[src/rtl/map_table_pkg.sv]
// Shared rename-map definitions: sizes, branch resolution states and the map entry layout.
package map_table_pkg;

  localparam int unsigned MT_NUM     = 32;
  localparam int unsigned MT_IDX_W   = $clog2(MT_NUM);
  localparam int unsigned PRF_IDX_W  = 6;
  localparam int unsigned ENTRY_W    = PRF_IDX_W + 1;
  localparam int unsigned ZERO_REG   = 31;
  localparam int unsigned BR_STATE_W = 2;

  typedef enum logic [BR_STATE_W-1:0] {
    BR_IDLE       = 2'd0,
    BR_PR_CORRECT = 2'd1,
    BR_PR_WRONG   = 2'd2
  } br_state_e;

  typedef struct packed {
    logic                 rdy;
    logic [PRF_IDX_W-1:0] tag;
  } mt_entry_t;

endpackage

[src/rtl/map_table.sv]
// R10K rename map table: logical->physical tag map with per-entry ready bits,
// CDB wakeup, branch checkpoint export and mispredict restore.
module map_table
  import map_table_pkg::*;
(
  input  logic                        clk,
  input  logic                        rst,
  input  logic                        disp_en_i,
  input  logic [MT_IDX_W-1:0]         opa_idx_i,
  input  logic [MT_IDX_W-1:0]         opb_idx_i,
  input  logic                        dest_en_i,
  input  logic [MT_IDX_W-1:0]         dest_idx_i,
  input  logic [PRF_IDX_W-1:0]        new_prf_i,
  output logic [PRF_IDX_W-1:0]        opa_prf_o,
  output logic [PRF_IDX_W-1:0]        opb_prf_o,
  output logic                        opa_rdy_o,
  output logic                        opb_rdy_o,
  output logic [PRF_IDX_W-1:0]        old_prf_o,
  input  logic                        cdb_en_i,
  input  logic [PRF_IDX_W-1:0]        cdb_tag_i,
  input  logic [BR_STATE_W-1:0]       br_state_i,
  input  logic [MT_NUM*ENTRY_W-1:0]   rc_mt_all_data_i,
  output logic [MT_NUM*ENTRY_W-1:0]   bak_mp_next_data_o
);

  mt_entry_t map_q [MT_NUM];
  mt_entry_t map_d [MT_NUM];
  logic      recover;
  logic      rename_en;

  assign recover   = (br_state_e'(br_state_i) == BR_PR_WRONG);
  assign rename_en = disp_en_i & dest_en_i & (dest_idx_i != MT_IDX_W'(ZERO_REG)) & ~recover;

  // Source lookups with same-cycle CDB wakeup bypass; reads see the pre-rename map.
  assign opa_prf_o = map_q[opa_idx_i].tag;
  assign opb_prf_o = map_q[opb_idx_i].tag;
  assign opa_rdy_o = map_q[opa_idx_i].rdy | (cdb_en_i & (map_q[opa_idx_i].tag == cdb_tag_i));
  assign opb_rdy_o = map_q[opb_idx_i].rdy | (cdb_en_i & (map_q[opb_idx_i].tag == cdb_tag_i));
  assign old_prf_o = map_q[dest_idx_i].tag;

  // Next map: base (current or recovered), then CDB wakeup, then rename overrides wakeup.
  always_comb begin
    bak_mp_next_data_o = '0;
    for (int i = 0; i < int'(MT_NUM); i++) begin
      if (recover) begin
        map_d[i] = mt_entry_t'(rc_mt_all_data_i[i*ENTRY_W +: ENTRY_W]);
      end else begin
        map_d[i] = map_q[i];
      end
      if (cdb_en_i && (map_d[i].tag == cdb_tag_i)) begin
        map_d[i].rdy = 1'b1;
      end
      if (rename_en && (dest_idx_i == MT_IDX_W'(i))) begin
        map_d[i].rdy = 1'b0;
        map_d[i].tag = new_prf_i;
      end
      if (i == int'(ZERO_REG)) begin
        map_d[i].rdy = 1'b1;
        map_d[i].tag = PRF_IDX_W'(ZERO_REG);
      end
      bak_mp_next_data_o[i*ENTRY_W +: ENTRY_W] = map_d[i];
    end
  end

  always_ff @(posedge clk or posedge rst) begin
    if (rst) begin
      for (int i = 0; i < int'(MT_NUM); i++) begin
        map_q[i].rdy <= 1'b1;
        map_q[i].tag <= PRF_IDX_W'(i);
      end
    end else begin
      for (int i = 0; i < int'(MT_NUM); i++) begin
        map_q[i] <= map_d[i];
      end
    end
  end

endmodule
[config.mk]
export PLATFORM = sky130hd
export DESIGN_NAME = map_table
export DESIGN_NICKNAME = d
export VERILOG_FILES = /design/src/rtl/map_table_pkg.sv /design/src/rtl/map_table.sv
export SDC_FILE = /design/constraint.sdc
export NUM_CORES = 1
export LEC_CHECK = 0
export CORE_AREA = 2 2 193 195
export CTS_CLUSTER_SIZE = 8
export DETAILED_ROUTE_END_ITERATION = 16
export DIE_AREA = 0 0 195 197
export PLACE_DENSITY = 0.83
export SLEW_MARGIN = 20
export SYNTH_ARGS = -nofsm -noshare
export SYNTH_HDL_FRONTEND = slang
export SYNTH_SLANG_ARGS = --single-unit
[constraint.sdc]
create_clock -name clk -period 13.2 [get_ports clk]
set_clock_uncertainty 0.05 [all_clocks]
set_input_delay 2.64 -clock clk [delete_from_list [all_inputs] [get_ports clk]]
set_output_delay 2.64 -clock clk [all_outputs]
set_load 0.005 [all_outputs]
# After elaboration in Yosys (flattened, before gate mapping)
# Index checks and enable logic that the tools add are counted.
# totals
regBits	217
inputBits	258
out_inout_bits	244
wordCells	306
# op_classes
n_lt_le_gt_ge	3
n_eq_ne	65
mux	102
n_bitwise	11
n_reduce_logical	63
# op_table
cell	count
2-to-1 mux 7 bit	66
== test 6 bit	33
binary-select mux 7 bit (select 5 bit)	3
== test 5 bit, second input constant	15
logical AND 1 bit	62
== test 5 x 4 -> 1 bit, second input constant	8
2-to-1 mux 1 bit	31
== test 5 x 3 -> 1 bit, second input constant	4
>= comparator 6 bit, second input constant	3
NOT 5 -> 6 bit	3
2-to-1 mux 6 bit	2
== test 5 x 2 -> 1 bit, second input constant	2
AND 1 bit	5
== test 5 x 1 -> 1 bit, second input constant	1
logical NOT 5 bit	1
inequality test 5 bit, second input constant	1
== test 2 bit, second input constant	1
OR 1 bit	2
NOT 1 bit	1

# Longest topological paths before layout
# depth
depth_word	7
depth_mapped	10
mapped_depth_nobuf	7

# Worst setup path before layout
# Ideal clock, no wire load.
# synth_path
kind	input -> output
start	input dest_idx_i[0]
end	output old_prf_o[3]
arrival_ns	4.666
required_time_ns	10.510
path_slack_ns	5.844
cell_stages	5
n_path_buf	2
cell_sequence	buf_2 -> buf_1 -> mux4_2 -> mux4_2 -> mux2_2
# synth_via
elab_chain_cells	4
# synth_rtl
item	line	source
start: declaration	map_table.sv:12	input logic [MT_IDX_W-1:0] dest_idx_i,
NOT 5 -> 6 bit (not written as such)	map_table.sv:39	assign old_prf_o = map_q[dest_idx_i].tag;
binary-select mux 7 bit (select 5 bit)	map_table.sv:39	
2-to-1 mux 6 bit (not written as such) (2 in series)	map_table.sv:39	
end: declaration	map_table.sv:18	output logic [PRF_IDX_W-1:0] old_prf_o,
# Every way passes these cells. The select of a mux whose other input is x is not followed.

# Worst setup path in the final report
# layout_path
start	input br_state_i[0]
end	output bak_mp_next_data_o[111]
# layout_via
elab_chain_cells	6
word_cells_on_any_way	9
classes_between	2 x eq/ne; 3 x mux; 2 x bitwise; 2 x reduce/logical
# layout_rtl
item	line	source
start: declaration	map_table.sv:21	input logic [BR_STATE_W-1:0] br_state_i,
== test 2 bit (*)	map_table.sv:31	assign recover = (br_state_e'(br_state_i) == BR_PR_WRONG);
2-to-1 mux 7 bit	map_table.sv:45	if (recover) begin
== test 6 bit	map_table.sv:50	if (cdb_en_i && (map_d[i].tag == cdb_tag_i)) begin
logical AND 1 bit	map_table.sv:50	
2-to-1 mux 1 bit	map_table.sv:50	
2-to-1 mux 7 bit (*)	map_table.sv:53	if (rename_en && (dest_idx_i == MT_IDX_W'(i))) begin
end: declaration	map_table.sv:23	output logic [MT_NUM*ENTRY_W-1:0] bak_mp_next_data_o
# Every way passes the cells marked *; elsewhere a longest branch is shown, timed or not.

==> impl_metrics.json <==
{
  "crit_chain": "clkdlybuf4s50_1, nand2b_4, buf_12, mux2i_1, xor2_1, nand4_1, or4_1, a21boi_0, clkdlybuf4s50_1",
  "htree_levels": 1,
  "cts_resized": 0,
  "insertion_delay_ps": 590,
  "grt_pass1_vias": 17600,
  "holdBufCountCts": 0,
  "timing.fmax_ghz": 0.105,
  "netlist.area_leader.share_pct": 17.4,
  "synthTopCellsByArea": "mux4_2 (17%), dfstp_2 (16%), dfrtp_1 (16%), mux2i_1 (15%), a21oi_1 (5.6%)",
  "ioPinCount": 502,
  "required_ps": 10510,
  "route.detailed.drc": 0,
  "chipWidth_um": 195,
  "start_kind": "input port",
  "dr.pass1.iters": 6,
  "rows": 70,
  "multiInputGateArea_um2": 11500,
  "synthTopCellsByCount": "mux2i_1 (268), nor2_1 (210), a21oi_1 (200), mux4_2 (138), dfrtp_1 (111)",
  "numCtsBuffers": 31,
  "dieArea_um2": 38400,
  "fillers": 2829,
  "reg_top3": "map_q (217)",
  "vias": 17300,
  "critPathLaunch": "br_state_i[0]",
  "outcome": "completed",
  "ys_ff_latch": 217,
  "seq_area_um2": 5560,
  "final_nets": 2360,
  "area_delta_synth_final_pct": 32.5,
  "leakage_uw": 0.00991,
  "grt_pass1_wl_mm": 116,
  "relSlewSlack_pct": 25.7,
  "coreArea_um2": 36300,
  "finalMaxSlewViolations": 0,
  "ys_warn_count": 0,
  "path_max_fanout": 79,
  "postRouteAntennaNets": 0,
  "cts_root_buf": "clkbuf_16",
  "synth_edf_count": 0,
  "gp_congestion": 1.05,
  "final_core_util_pct": 65.2,
  "cts.path.max_buffers": 3,
  "vdd_drop_max_mv": 0.115,
  "grt_overflow": 0,
  "die_y_um": 197,
  "synth_top_area_cell": "mux4_2",
  "top_register": "map_q",
  "fin_crit_ps": 9490,
  "post_cts_buffers": 0,
  "endpoint_kind": "output pin",
  "rsz0062_at_grt": "false",
  "worst-path-stages": 9,
  "crit_slowest_cell": "nand2b_4",
  "largest_register_ffs": 217,
  "io_buffers": 487,
  "synthArstFlopShare_pct": 100,
  "period_share_pct": 71.9,
  "antenna_found_initial": 7,
  "slowest_delay_ps": 740,
  "whs_path_depth": 2,
  "crit_type": "in2out",
  "synth-main-ff-cell": "dfrtp_1",
  "tightest_slew_ps": 1110,
  "setup_tns_ps": 0,
  "maxCapViolCount": 0,
  "synthesis.area_um2": 17800,
  "path_buf_inv": 3,
  "r2r_start": "map_q[117]",
  "synth_cells": 1716,
  "syn_avg_cell_area_um2": 10.4,
  "crit_family": "buffers and inverters",
  "hp-class": "reg2reg",
  "totalWireLength_mm": 80.5,
  "clk_pin_slew_worst_paths_ps": 60,
  "layout-drive-gt1-share_pct": 16.7,
  "hold_viol": 0,
  "cts.sink_count": 217,
  "hpwl_mm": 58.1,
  "grt_max_degree": 96,
  "cts_tree": "yes",
  "synth.most_common_cell": "mux2i_1",
  "rr_worst_depth": 5,
  "grtUsageTotal_pct": 41.2,
  "yosysSeqAreaShare_pct": 31.2,
  "rrSetupSlack_ps": 10910,
  "setup_violations": 0,
  "powerDensity_nw_per_um2": 122,
  "hold_start": "map_q[160]",
  "cp_common_cell": "clkdlybuf4s50_1",
  "arrival_ps": 6800,
  "wire_per_inst_um": 31.0,
  "yosysUniqueCellTypes": 59,
  "initial_utilization_pct": 49.2,
  "routed_via_density": 6.65,
  "drt_iter0_markers": 2087
}
[cells by family after synthesis]
logic type,share of synthesized area [%]
other cells,0.0421
mux,34.6
simple gates,9.98
compound gates,9.74
flops,31.2
xor+xnor,10.0
buf+inv,4.45
[cell usage in the layout (no fill, tap or decap), types with 7 or more instances in the layout]
cell type        synthesis  final
nor2b_1                 14     14
buf_4                   14     27
clkdlybuf4s50_1          0    473
dfrtp_1                111    111
xor2_1                 101    101
nor2_1                 210    210
inv_1                    8      7
o221ai_1                 7      7
or4_1                   32     32
dfstp_2                106    106
nor3_1                   8      8
buf_2                   47     13
clkbuf_16                0     31
nand4_1                 34     34
nand3_1                  8      8
conb_1                   2      7
o21ai_0                 18     18
mux4_2                 138    138
a21oi_1                200    200
mux2i_1                268    268
clkbuf_1                69     20
mux2_2                  25     25
a21boi_0                31     31
xnor2_1                101    101
nand2_1                 50     50
[metal layers]
metal | GRT usage [%] | part of all wire, %
met1 | 52.7 | 36
met2 | 64.5 | 45
met3 | 12.6 | 13
met4 | 18.7 | 5.3
met5 | 0 | 0
[worst min-delay path, stage by stage (launching register included)]
cell and delay [ps]:
dfstp_2 370, mux2i_1 110, a21boi_0 120
[final timing paths]
check,end
max,bak_mp_next_data_o[111]
min,map_q[160]
max reg2reg,map_q[118]
min reg2reg,map_q[160]
max in group asynchronous,map_q[219]
min in group asynchronous,map_q[66]
[report_power, final]
part / switching, uW / total, uW / internal, uW / leakage (uW)
clock network: 320 / 754 / 434 / 0.000420
registers: 176 / 992 / 816 / 0.00242
logic: 524 / 1130 / 609 / 0.00708
total: 1020 / 2880 / 1860 / 0.00991
[stage by stage]
stage                     std cells  hold WS (ps)  instance area (um^2)  power (uW)  worst slack [ps]
final                          2596           565                 23700        2880              3710
after global routing           2591           585                 23600        2960              3590
after CTS                      2590           563                 23600        2850              3820
after detailed placement       2537           557                 22800        2090              3850
after global placement         2537           548                 22800        2070              3920
after floorplan                1721           551                 17900        1490              4750
[final cells by class]
cell class / instances / share of cell area (%)
well taps: 468 / 2.48
flip-flops and latches: 217 / 23.5
diodes: 6 / 0.0635
clock buffers: 51 / 3.60
inverters: 11 / 0.206
clock inverters: 2 / 0.122
multi-input cells: 1326 / 48.7
repair buffers: 515 / 21.3
(Power assumes the default switching activity.)
